$ cat config.mk
export PLATFORM = sky130hd
export DESIGN_NAME = exec_issue_ctrl
export DESIGN_NICKNAME = d
export VERILOG_FILES = /design/src/rtl/exec_issue_ctrl.sv
export SDC_FILE = /design/constraint.sdc
export NUM_CORES = 1
export LEC_CHECK = 0
export CORE_UTILIZATION = 46
export DETAILED_ROUTE_END_ITERATION = 16
export PLACE_DENSITY = 0.85
export SKIP_LAST_GASP = 1
export SYNTH_ARGS = -nofsm -noshare
export SYNTH_HDL_FRONTEND = slang
export SYNTH_HIERARCHICAL = 1
export SYNTH_SLANG_ARGS = --single-unit
$ cat constraint.sdc
create_clock -name clk_i -period 3 [get_ports clk_i]
set_input_delay 0.45 -clock clk_i [delete_from_list [all_inputs] [get_ports clk_i]]
set_output_delay 0.45 -clock clk_i [all_outputs]
set_load 0.01 [all_outputs]
$ cat src/rtl/exec_issue_ctrl.sv
// Issue slot between decode and execute: steers to EXECUTE or the shared MUL/DIV unit,
// tracks one outstanding MUL/DIV destination for hazard stalls, and counts stall cycles.

module exec_issue_hzd_cmp (
  input  logic       use_i,
  input  logic [4:0] idx_i,
  input  logic [4:0] tag_i,
  output logic       hit_o
);
  // x0 is never a real dependency
  assign hit_o = use_i && (idx_i == tag_i) && (tag_i != 5'd0);
endmodule

module exec_issue_ctrl #(
  parameter bit SUPPORT_MULDIV = 1'b1,
  parameter int STALL_CNT_W    = 32
) (
  input  logic                   clk_i,
  input  logic                   rst_i,
  input  logic                   fetch_valid_i,
  input  logic [31:0]            fetch_instr_i,
  input  logic [31:0]            fetch_pc_i,
  output logic                   fetch_accept_o,
  output logic [31:0]            issue_opcode_o,
  output logic [31:0]            issue_pc_o,
  output logic [4:0]             issue_rd_idx_o,
  output logic [4:0]             issue_ra_idx_o,
  output logic [4:0]             issue_rb_idx_o,
  output logic                   exec_valid_o,
  output logic                   muldiv_valid_o,
  input  logic                   muldiv_done_i,
  input  logic                   branch_request_i,
  input  logic                   hold_i,
  output logic                   muldiv_busy_o,
  output logic                   stall_o,
  output logic [STALL_CNT_W-1:0] stall_cnt_o
);
  localparam int NUM_OPS = 3;

  localparam logic [6:0] OPC_OP     = 7'b0110011;
  localparam logic [6:0] OPC_LUI    = 7'b0110111;
  localparam logic [6:0] OPC_AUIPC  = 7'b0010111;
  localparam logic [6:0] OPC_JAL    = 7'b1101111;
  localparam logic [6:0] OPC_BRANCH = 7'b1100011;
  localparam logic [6:0] OPC_STORE  = 7'b0100011;

  typedef struct packed {
    logic        vld;
    logic        md;
    logic [31:0] instr;
    logic [31:0] pc;
  } slot_t;

  typedef enum logic {RUN, MD_BUSY} state_e;

  slot_t  slot_q, slot_d;
  state_e state_q, state_d;
  logic [4:0] md_rd_q, md_rd_d;
  logic [STALL_CNT_W-1:0] stall_cnt_q, stall_cnt_d;

  function automatic logic is_md(input logic [31:0] ins);
    return SUPPORT_MULDIV && (ins[6:0] == OPC_OP) && (ins[31:25] == 7'b0000001);
  endfunction

  // Operand usage of the slot instruction
  logic [6:0] opc;
  logic       use_rs1, use_rs2, wr_rd;
  assign opc     = slot_q.instr[6:0];
  assign use_rs1 = !(opc == OPC_LUI || opc == OPC_AUIPC || opc == OPC_JAL);
  assign use_rs2 = (opc == OPC_OP) || (opc == OPC_BRANCH) || (opc == OPC_STORE);
  assign wr_rd   = !(opc == OPC_BRANCH || opc == OPC_STORE);

  assign issue_opcode_o = slot_q.instr;
  assign issue_pc_o     = slot_q.pc;
  assign issue_rd_idx_o = slot_q.instr[11:7];
  assign issue_ra_idx_o = slot_q.instr[19:15];
  assign issue_rb_idx_o = slot_q.instr[24:20];

  logic [NUM_OPS-1:0]      op_use, op_hit;
  logic [NUM_OPS-1:0][4:0] op_idx;
  assign op_use = {wr_rd, use_rs2, use_rs1};
  assign op_idx = {issue_rd_idx_o, issue_rb_idx_o, issue_ra_idx_o};

  // RAW on rs1/rs2 and WAW on rd against the outstanding MUL/DIV tag
  for (genvar g = 0; g < NUM_OPS; g++) begin : g_cmp
    exec_issue_hzd_cmp u_cmp (
      .use_i (op_use[g]),
      .idx_i (op_idx[g]),
      .tag_i (md_rd_q),
      .hit_o (op_hit[g])
    );
  end

  logic hazard, issue_ok, issuing;
  // A second MUL/DIV must wait for the unit regardless of its tag
  assign hazard   = (state_q == MD_BUSY) && (slot_q.md || (|op_hit));
  assign issue_ok = slot_q.vld && !hold_i && !branch_request_i && !hazard;

  assign exec_valid_o   = issue_ok && !slot_q.md;
  assign muldiv_valid_o = issue_ok && slot_q.md;
  assign issuing        = exec_valid_o || muldiv_valid_o;
  assign fetch_accept_o = !branch_request_i && (!slot_q.vld || issuing);
  assign stall_o        = slot_q.vld && !issuing && !branch_request_i;
  assign muldiv_busy_o  = (state_q == MD_BUSY);
  assign stall_cnt_o    = stall_cnt_q;

  always_comb begin
    slot_d = slot_q;
    if (branch_request_i) begin
      slot_d.vld = 1'b0;
    end else if (fetch_accept_o && fetch_valid_i) begin
      slot_d.vld   = 1'b1;
      slot_d.md    = is_md(fetch_instr_i);
      slot_d.instr = fetch_instr_i;
      slot_d.pc    = fetch_pc_i;
    end else if (issuing) begin
      slot_d.vld = 1'b0;
    end
  end

  always_comb begin
    state_d = state_q;
    md_rd_d = md_rd_q;
    case (state_q)
      RUN: begin
        if (muldiv_valid_o) begin
          state_d = MD_BUSY;
          md_rd_d = issue_rd_idx_o;
        end
      end
      MD_BUSY: begin
        if (muldiv_done_i) state_d = RUN;
      end
      default: state_d = RUN;
    endcase
  end

  always_comb begin
    stall_cnt_d = stall_cnt_q;
    if (stall_o && (stall_cnt_q != {STALL_CNT_W{1'b1}}))
      stall_cnt_d = stall_cnt_q + STALL_CNT_W'(1);
  end

  always_ff @(posedge clk_i or negedge rst_i) begin
    if (!rst_i) begin
      slot_q      <= '0;
      state_q     <= RUN;
      md_rd_q     <= 5'd0;
      stall_cnt_q <= '0;
    end else begin
      slot_q      <= slot_d;
      state_q     <= state_d;
      md_rd_q     <= md_rd_d;
      stall_cnt_q <= stall_cnt_d;
    end
  end
endmodule

# Word-level counts from Yosys, hierarchy flattened
# Cells that the tools add are included.
# W data, S select, Z words.
totals:
  wordCells: 67
  mem_bits_rw: 0
  memories: 0
  out_inout_bits: 116
  mem_bits_ro: 0
  in_bits: 70
  regBits: 104
  latchBits: 0
classes:
  n_shift: 0
  n_mux: 6
  n_mul: 0
  n_lt_le_gt_ge: 0
  add_sub_neg: 1
  div_mod_pow: 0
  reduce_logical: 39
  n_bitwise: 2
  eq_ne: 12
ops:
  columns: ["operator", "count"]
  rows:
  - ["$add A32 B1 Y32 const B", 1]
  - ["$ne A32 B32 Y1 const B", 1]
  - ["$eq A7 B6 Y1 const B", 4]
  - ["$logic_and A1 B1 Y1", 18]
  - ["$eq A5 B5 Y1", 3]
  - ["$eq A7 B7 Y1 const B", 2]
  - ["$logic_not A1 Y1", 8]
  - ["$logic_or A1 B1 Y1", 8]
  - ["$eq A7 B1 Y1 const B", 1]
  - ["$eq A7 B5 Y1 const B", 1]
  - ["$mux W1", 5]
  - ["$reduce_bool A5 Y1", 1]
  - ["$reduce_and A2 Y1", 2]
  - ["$reduce_bool A3 Y1", 1]
  - ["$reduce_or A3 Y1", 1]
  - ["$not A1 Y1", 2]
  - ["$pmux W1 S2", 1]

# Depth between registers and ports, before layout
depth:
  depth_word: 18
  mapped_depth: 12
  ltp_nobuf: 11

# Cells and area by module
# Netlist, hierarchy kept.
by_module_without_submodules:
  columns: ["mod", "cells_each", "n_inst", "seq_area_each_um2", "area_each_um2"]
  rows:
  - ["exec_issue_ctrl", 419, 1, 2602.5, 5044.8]
  - ["exec_issue_hzd_cmp", 10, 3, 0.0, 70.1]

# Worst setup path before layout
# No wires, ideal clock.
synth_timing:
  path_kind: "reg-to-reg"
  startpoint: "register slot_q (netlist bit issue_opcode_o[3])"
  endpoint: "register slot_q (netlist bit issue_opcode_o[10])"
  period_less_slack_ns: 2.449
  path_buffers: 2
  t_arrival_ns: 2.324
  setup_time_ns: 0.125
  stages_incl_launch_ff: 12
  setup_slack_ns: 0.551
  required_time_ns: 2.875
  path_cell_list: "dfrtp_1 > nor2_1 > nand4_1 > or2_2 > and4_1 > nor4_1 > o21bai_1 > a21oi_1 > nand2_1 > clkbuf_1 > buf_2 > mux2_2"
synth_via:
  elab_cells_between_ends: 31
  cone_classes: "eq/ne (6); reduce/logical (25)"
synth_rtl:
  columns: ["element", "line", "text"]
  rows:
  - ["from (decl)", "56", "slot_t slot_q, slot_d;"]
  - ["from (signal assigned)", "151", "slot_q <= slot_d;"]
  - ["$eq A7 B7 Y1 or $eq A7 B6 Y1 (tied branches)", "71", "assign wr_rd = !(opc == OPC_BRANCH || opc == OPC_STORE);"]
  - ["$logic_or A1 B1 Y1 *", "71", null]
  - ["$logic_not A1 Y1 *", "71", null]
  - ["via wr_rd", "67", "logic use_rs1, use_rs2, wr_rd;"]
  - ["$logic_and A1 B1 Y1 * (2 in series)", "11", "assign hit_o = use_i && (idx_i == tag_i) && (tag_i != 5'd0);"]
  - ["via op_hit[2]", "79", "logic [NUM_OPS-1:0] op_use, op_hit;"]
  - ["$reduce_or A3 Y1 *", "96", "assign hazard = (state_q == MD_BUSY) && (slot_q.md || (|op_hit));"]
  - ["$logic_or A1 B1 Y1 *", "96", null]
  - ["[2 not listed]", null, null]
  - ["$logic_and A1 B1 Y1 *", "97", "assign issue_ok = slot_q.vld && !hold_i && !branch_request_i && !hazard;"]
  - ["$logic_and A1 B1 Y1, on equally long branches", "99, 100", null]
  - ["$logic_or A1 B1 Y1 *", "101", "assign issuing = exec_valid_o || muldiv_valid_o;"]
  - ["$logic_or A1 B1 Y1 *", "102", "assign fetch_accept_o = !branch_request_i && (!slot_q.vld || issuing);"]
  - ["$logic_and A1 B1 Y1 *", "102", null]
  - ["via fetch_accept_o", "23", "output logic fetch_accept_o,"]
  - ["$logic_and A1 B1 Y1 *", "111", "end else if (fetch_accept_o && fetch_valid_i) begin"]
  - ["$reduce_and A2 Y1 (no source line) *", null, null]
# Mark *: on every way through the listed nets, which the timed path passes. The rest lies on a longest branch.
# A chain may end at the register's enable or synchronous reset.

# Worst setup path after layout
layout_timing:
  startpoint: "register slot_q (netlist bit issue_opcode_o[3])"
  endpoint: "output port fetch_accept_o"
layout_via:
  elab_cells_between_ends: 29
  cone_classes: "eq/ne (6); reduce/logical (23)"
layout_rtl:
  columns: ["element", "line"]
  rows:
  - ["$eq A7 B7 Y1 or $eq A7 B6 Y1 (tied branches)", "71"]
  - ["$logic_or A1 B1 Y1 *", "71"]
  - ["$logic_not A1 Y1 *", "71"]
  - ["via wr_rd", "67"]
  - ["$logic_and A1 B1 Y1 * (2 in series)", "11"]
  - ["via op_hit[2]", "79"]
  - ["$reduce_or A3 Y1 *", "96"]
  - ["$logic_or A1 B1 Y1 *", "96"]
  - ["$logic_and A1 B1 Y1 *", "96"]
  - ["$logic_not A1 Y1 *", "97"]
  - ["$logic_and A1 B1 Y1 *", "97"]
  - ["$logic_and A1 B1 Y1, on equally long branches", "99, 100"]
  - ["$logic_or A1 B1 Y1 *", "101"]
  - ["$logic_or A1 B1 Y1 *", "102"]
  - ["$logic_and A1 B1 Y1 *", "102"]
  - ["to (decl)", "23"]
# Marked as above.

==> flow_summary_export.csv <==
group,metric,value,unit
yosys,synthAdderAreaFrac,0.2381,%
power,p_comb_share,24.1,%
worst_setup_path,path_cells,"nor2_1, nand4_1, or2_2, and4_1, nor4_1, o21bai_1, a21oi_1, dlygate4sd2_1",
clocking,clk_latency,0.33,ns
yosys,syn-cell-area,0.005255,mm2
power,peakVddDrop,312.8,uV
timing,finalMaxSlewViolations,0,
floorplan,row_count,38,
worst_setup_path,cp_data_required_time,2.55,ns
timing,holdWs,0.1541,ns
placement,io_buffers,185,
clocking,cts_buffer_depth,2,
run,cap_violations,0,
clocking,cts.sinks,104,
worst_setup_path,cp.arrival,2.37,ns
yosys,yosys_warnings,6,
yosys,synth_cell_types,48,
clocking,cts_root_buf,"clkbuf_16",
power,fin_total_pwr,3.886,mW
power,power.leakage,3.067,nW
worst_setup_path,crit_fanout,5,
clocking,cts_tree,"built",
worst_setup_path,critical_path_buf_inv_count,1,
timing,fin_tns_setup,0,ns
clocking,hold_buffers,0,
yosys,syn_inst,449,
worst_setup_path,slowest_stage,"dfrtp_1",
yosys,ys_seq_area_share,49.52,%
worst_setup_path,setup.worst_path.class,"flop to primary output",
drt,firstDrtPassIters,4,
grt,grt_max_degree,67,
yosys,synth_fp_nets,520,
yosys,syn_avg_cell_area,11.70,um2
grt,antenna_found_initial,0,
outcome,outcome,"completed",
clocking,cts_inserted_buffers,9,
yosys,synth-main-ff-cell,"dfrtp_1",
grt,grt_pass1_vias,3883,
worst_setup_path,r2r_slack,0.28,ns
worst_setup_path,rr_endpoint,"stall_cnt_o[17]$_DFFE_PN0P_",
layout,layout_commonest_cell,"clkdlybuf4s50_1",
power,power_frac_seq,44.5,%
timing,fmax,0.3550,GHz
floorplan,dieArea,0.01186,mm2
placement,gp_congestion,0.8059,
drt,wl_per_cell,17.11,um
placement,hpwl,8982,um
power,p_clk_share,31.3,%
yosys,synth_seq_cells,104,
drt,vias,3738,
floorplan,core,0.01098,mm2
grt,track_usage,20.88,%
drt,drt-initial-drc-count,153,
worst_hold_path,min_path_type,"input port to async pin",
floorplan,die_x,108.9,um
power,cellPowerDensity,552.0,mW/mm2
timing,hold_viol,0,
worst_setup_path,reg2regPathDepth,9,
timing,slew_headroom,53.30,%
layout,diodes,0,
layout,final_cell_mix,"181 x clkdlybuf4s50_1, 102 x dfrtp_1, 67 x mux2_2",
timing,fin_crit_sh,93.89,%
timing,tightest_slew,0.7006,ns
drt,vias_per_cell,5.295,
layout,layout-drive-gt1-share,19.61,%
grt,grt_overflow,0,
layout,fin_nets,633,
power,p_int,2.900,mW
grt,grt_pass1_wl,19160,um
power,p_sw,0.9859,mW
yosys,synth_compound_area_share,2.905,%
layout,n_fill_cell,831,
worst_setup_path,crit_path_end_kind,"primary output",
timing,fin_crit,2.817,ns
worst_setup_path,r2r_start,"md_rd_q[1]$_DFFE_PN0P_",
floorplan,die_y,108.9,um
clocking,clkTransAtPathRegs,0.07,ns
worst_setup_path,start_kind,"flop",
layout,area_growth,33.95,%
floorplan,ioPinCount,186,
clocking,cts_max_level,3,
timing,setup_viol,0,
drt,totalWireLength,12080,um
drt,drtAntennaViolNets,0,
timing,fin_skew,0.007980,ns
timing,rsz0062_at_grt,"no",
worst_setup_path,cpPeakStageDelay,0.41,ns
drt,drc,0,
yosys,synth_edf_count,0,
layout,fin_util,64.09,%
yosys,synth_top_family_by_area,"multiplexers",
yosys,ys_async_sr_fraction,100.0,%
yosys,synth_xor_area_share,6.333,%
power,switching_share,25.37,%
floorplan,initial_core_util,47.85,%
yosys,yosys.area_share.simple,13.71,%
yosys,synthMuxAreaShare,14.57,%
worst_setup_path,cp_top_family,"simple AND/OR/NAND/NOR gates",
==> layout make-up <==
| cell class | count | area, um2 | share of cell area (%) |
|---|---|---|---|
| Inverter | 4 | 15.01 | 0.2133 |
| Sequential cell | 104 | 2605 | 37.01 |
| Clock inverter | 6 | 85.08 | 1.209 |
| Multi-Input combinational cell | 250 | 1996 | 28.35 |
| Timing Repair Buffer | 193 | 1938 | 27.53 |
| Clock buffer | 9 | 225.2 | 3.199 |
| Tap cell | 140 | 175.2 | 2.488 |
==> layer usage <==
| metal | GRT usage (%) | vias to the layer above | part of all wire, % | wire length [um] |
|---|---|---|---|---|
| met3 | 4.483 | 13 | 6.2 | 750 |
| li1 | - | 1713 | - | - |
| met2 | 37.29 | 131 | 52 | 6289 |
| met1 | 25.19 | 1881 | 40 | 4888 |
| met4 | 5.888 | 0 | 1.3 | 153 |
| met5 | 0 | - | 0 | 0 |
==> per-stage QoR <==
| stage | worst slack [ns] | instances | instance area [um2] |
|---|---|---|---|
| finish | 0.1834 | 706 | 7039 |
| global route | 0.05634 | 706 | 7039 |
| CTS | 0.01344 | 706 | 7033 |
| detailed placement | 0.2146 | 691 | 6714 |
| global placement | 0.2646 | 691 | 6714 |
| floorplan | 0.5509 | 449 | 5255 |
==> flip-flops by register name, summed over array words and instances, names as in the netlist <==
signal and cells:
issue_opcode_o 32, issue_pc_o 32, md_rd_q 5, muldiv_busy_o 1, slot_q 2, stall_cnt_o 32
==> repair_timing <==
| action | CTS | global route |
|---|---|---|
| setup buffers | 0 | 0 |
| resized for setup | 4 | 3 |
| pin swaps | 1 | 1 |
| endpoints found under the setup margin | 3 | 2 |
==> how the worst max path moves through the flow <==
stage | start | endpoint | slack, ns | depth (start not counted)
after floorplan | issue_opcode_o[3]$_DFFE_PN0P_ | issue_opcode_o[10]$_DFFE_PN0P_ | 0.55 | 11
after global placement | branch_request_i | muldiv_valid_o | 0.26 | 5
after detailed placement | issue_opcode_o[3]$_DFFE_PN0P_ | stall_cnt_o[17]$_DFFE_PN0P_ | 0.21 | 10
after CTS | issue_opcode_o[3]$_DFFE_PN0P_ | stall_o | 0.01 | 8
after global routing | issue_opcode_o[3]$_DFFE_PN0P_ | fetch_accept_o | 0.06 | 8
final | issue_opcode_o[3]$_DFFE_PN0P_ | fetch_accept_o | 0.18 | 8
==> kinds of logic (layout without fill, tap and decap cells) <==
| kind of cell | Yosys count | count (layout) |
|---|---|---|
| xor+xnor | 38 | 38 |
| buf+inv | 95 | 212 |
| simple gates | 123 | 123 |
| compound gates | 20 | 20 |
| fa+ha+maj | 1 | 1 |
| flops | 104 | 104 |
| mux | 68 | 68 |
==> cell usage after synthesis, types with 2 or more instances <==
cell type / instances / area [um2]
dfrtp_1: 104 / 2603
xnor2_1: 17 / 148.9
clkbuf_1: 5 / 18.77
a21oi_1: 3 / 15.01
and2_1: 3 / 18.77
nand4b_1: 2 / 17.52
nor4b_1: 3 / 26.28
o21ai_0: 5 / 25.02
o21a_1: 2 / 15.01
nor3_1: 9 / 45.04
and4_1: 4 / 35.03
or2_2: 2 / 12.51
nand4_1: 12 / 75.07
nand3_1: 8 / 40.04
and3_1: 9 / 56.30
nor4_1: 11 / 68.82
nand2_1: 33 / 123.9
or2_1: 3 / 18.77
buf_4: 79 / 593.1
xor2_1: 21 / 183.9
mux2_2: 67 / 754.5
o211ai_2: 2 / 25.02
buf_2: 6 / 30.03
or4_4: 2 / 22.52
inv_1: 3 / 11.26
nor2_1: 12 / 45.04
==> power groups by stage <==
stage                     clock network [mW]  registers [mW]  logic (mW)
after detailed placement                   0            1.76       0.947
after global routing                    1.30            1.75        1.00
after CTS                               1.25            1.73       0.953
after global placement                     0            1.74       0.920
final                                   1.22            1.73       0.937
after floorplan                            0            1.72       0.611
(Power assumes the default switching activity.)
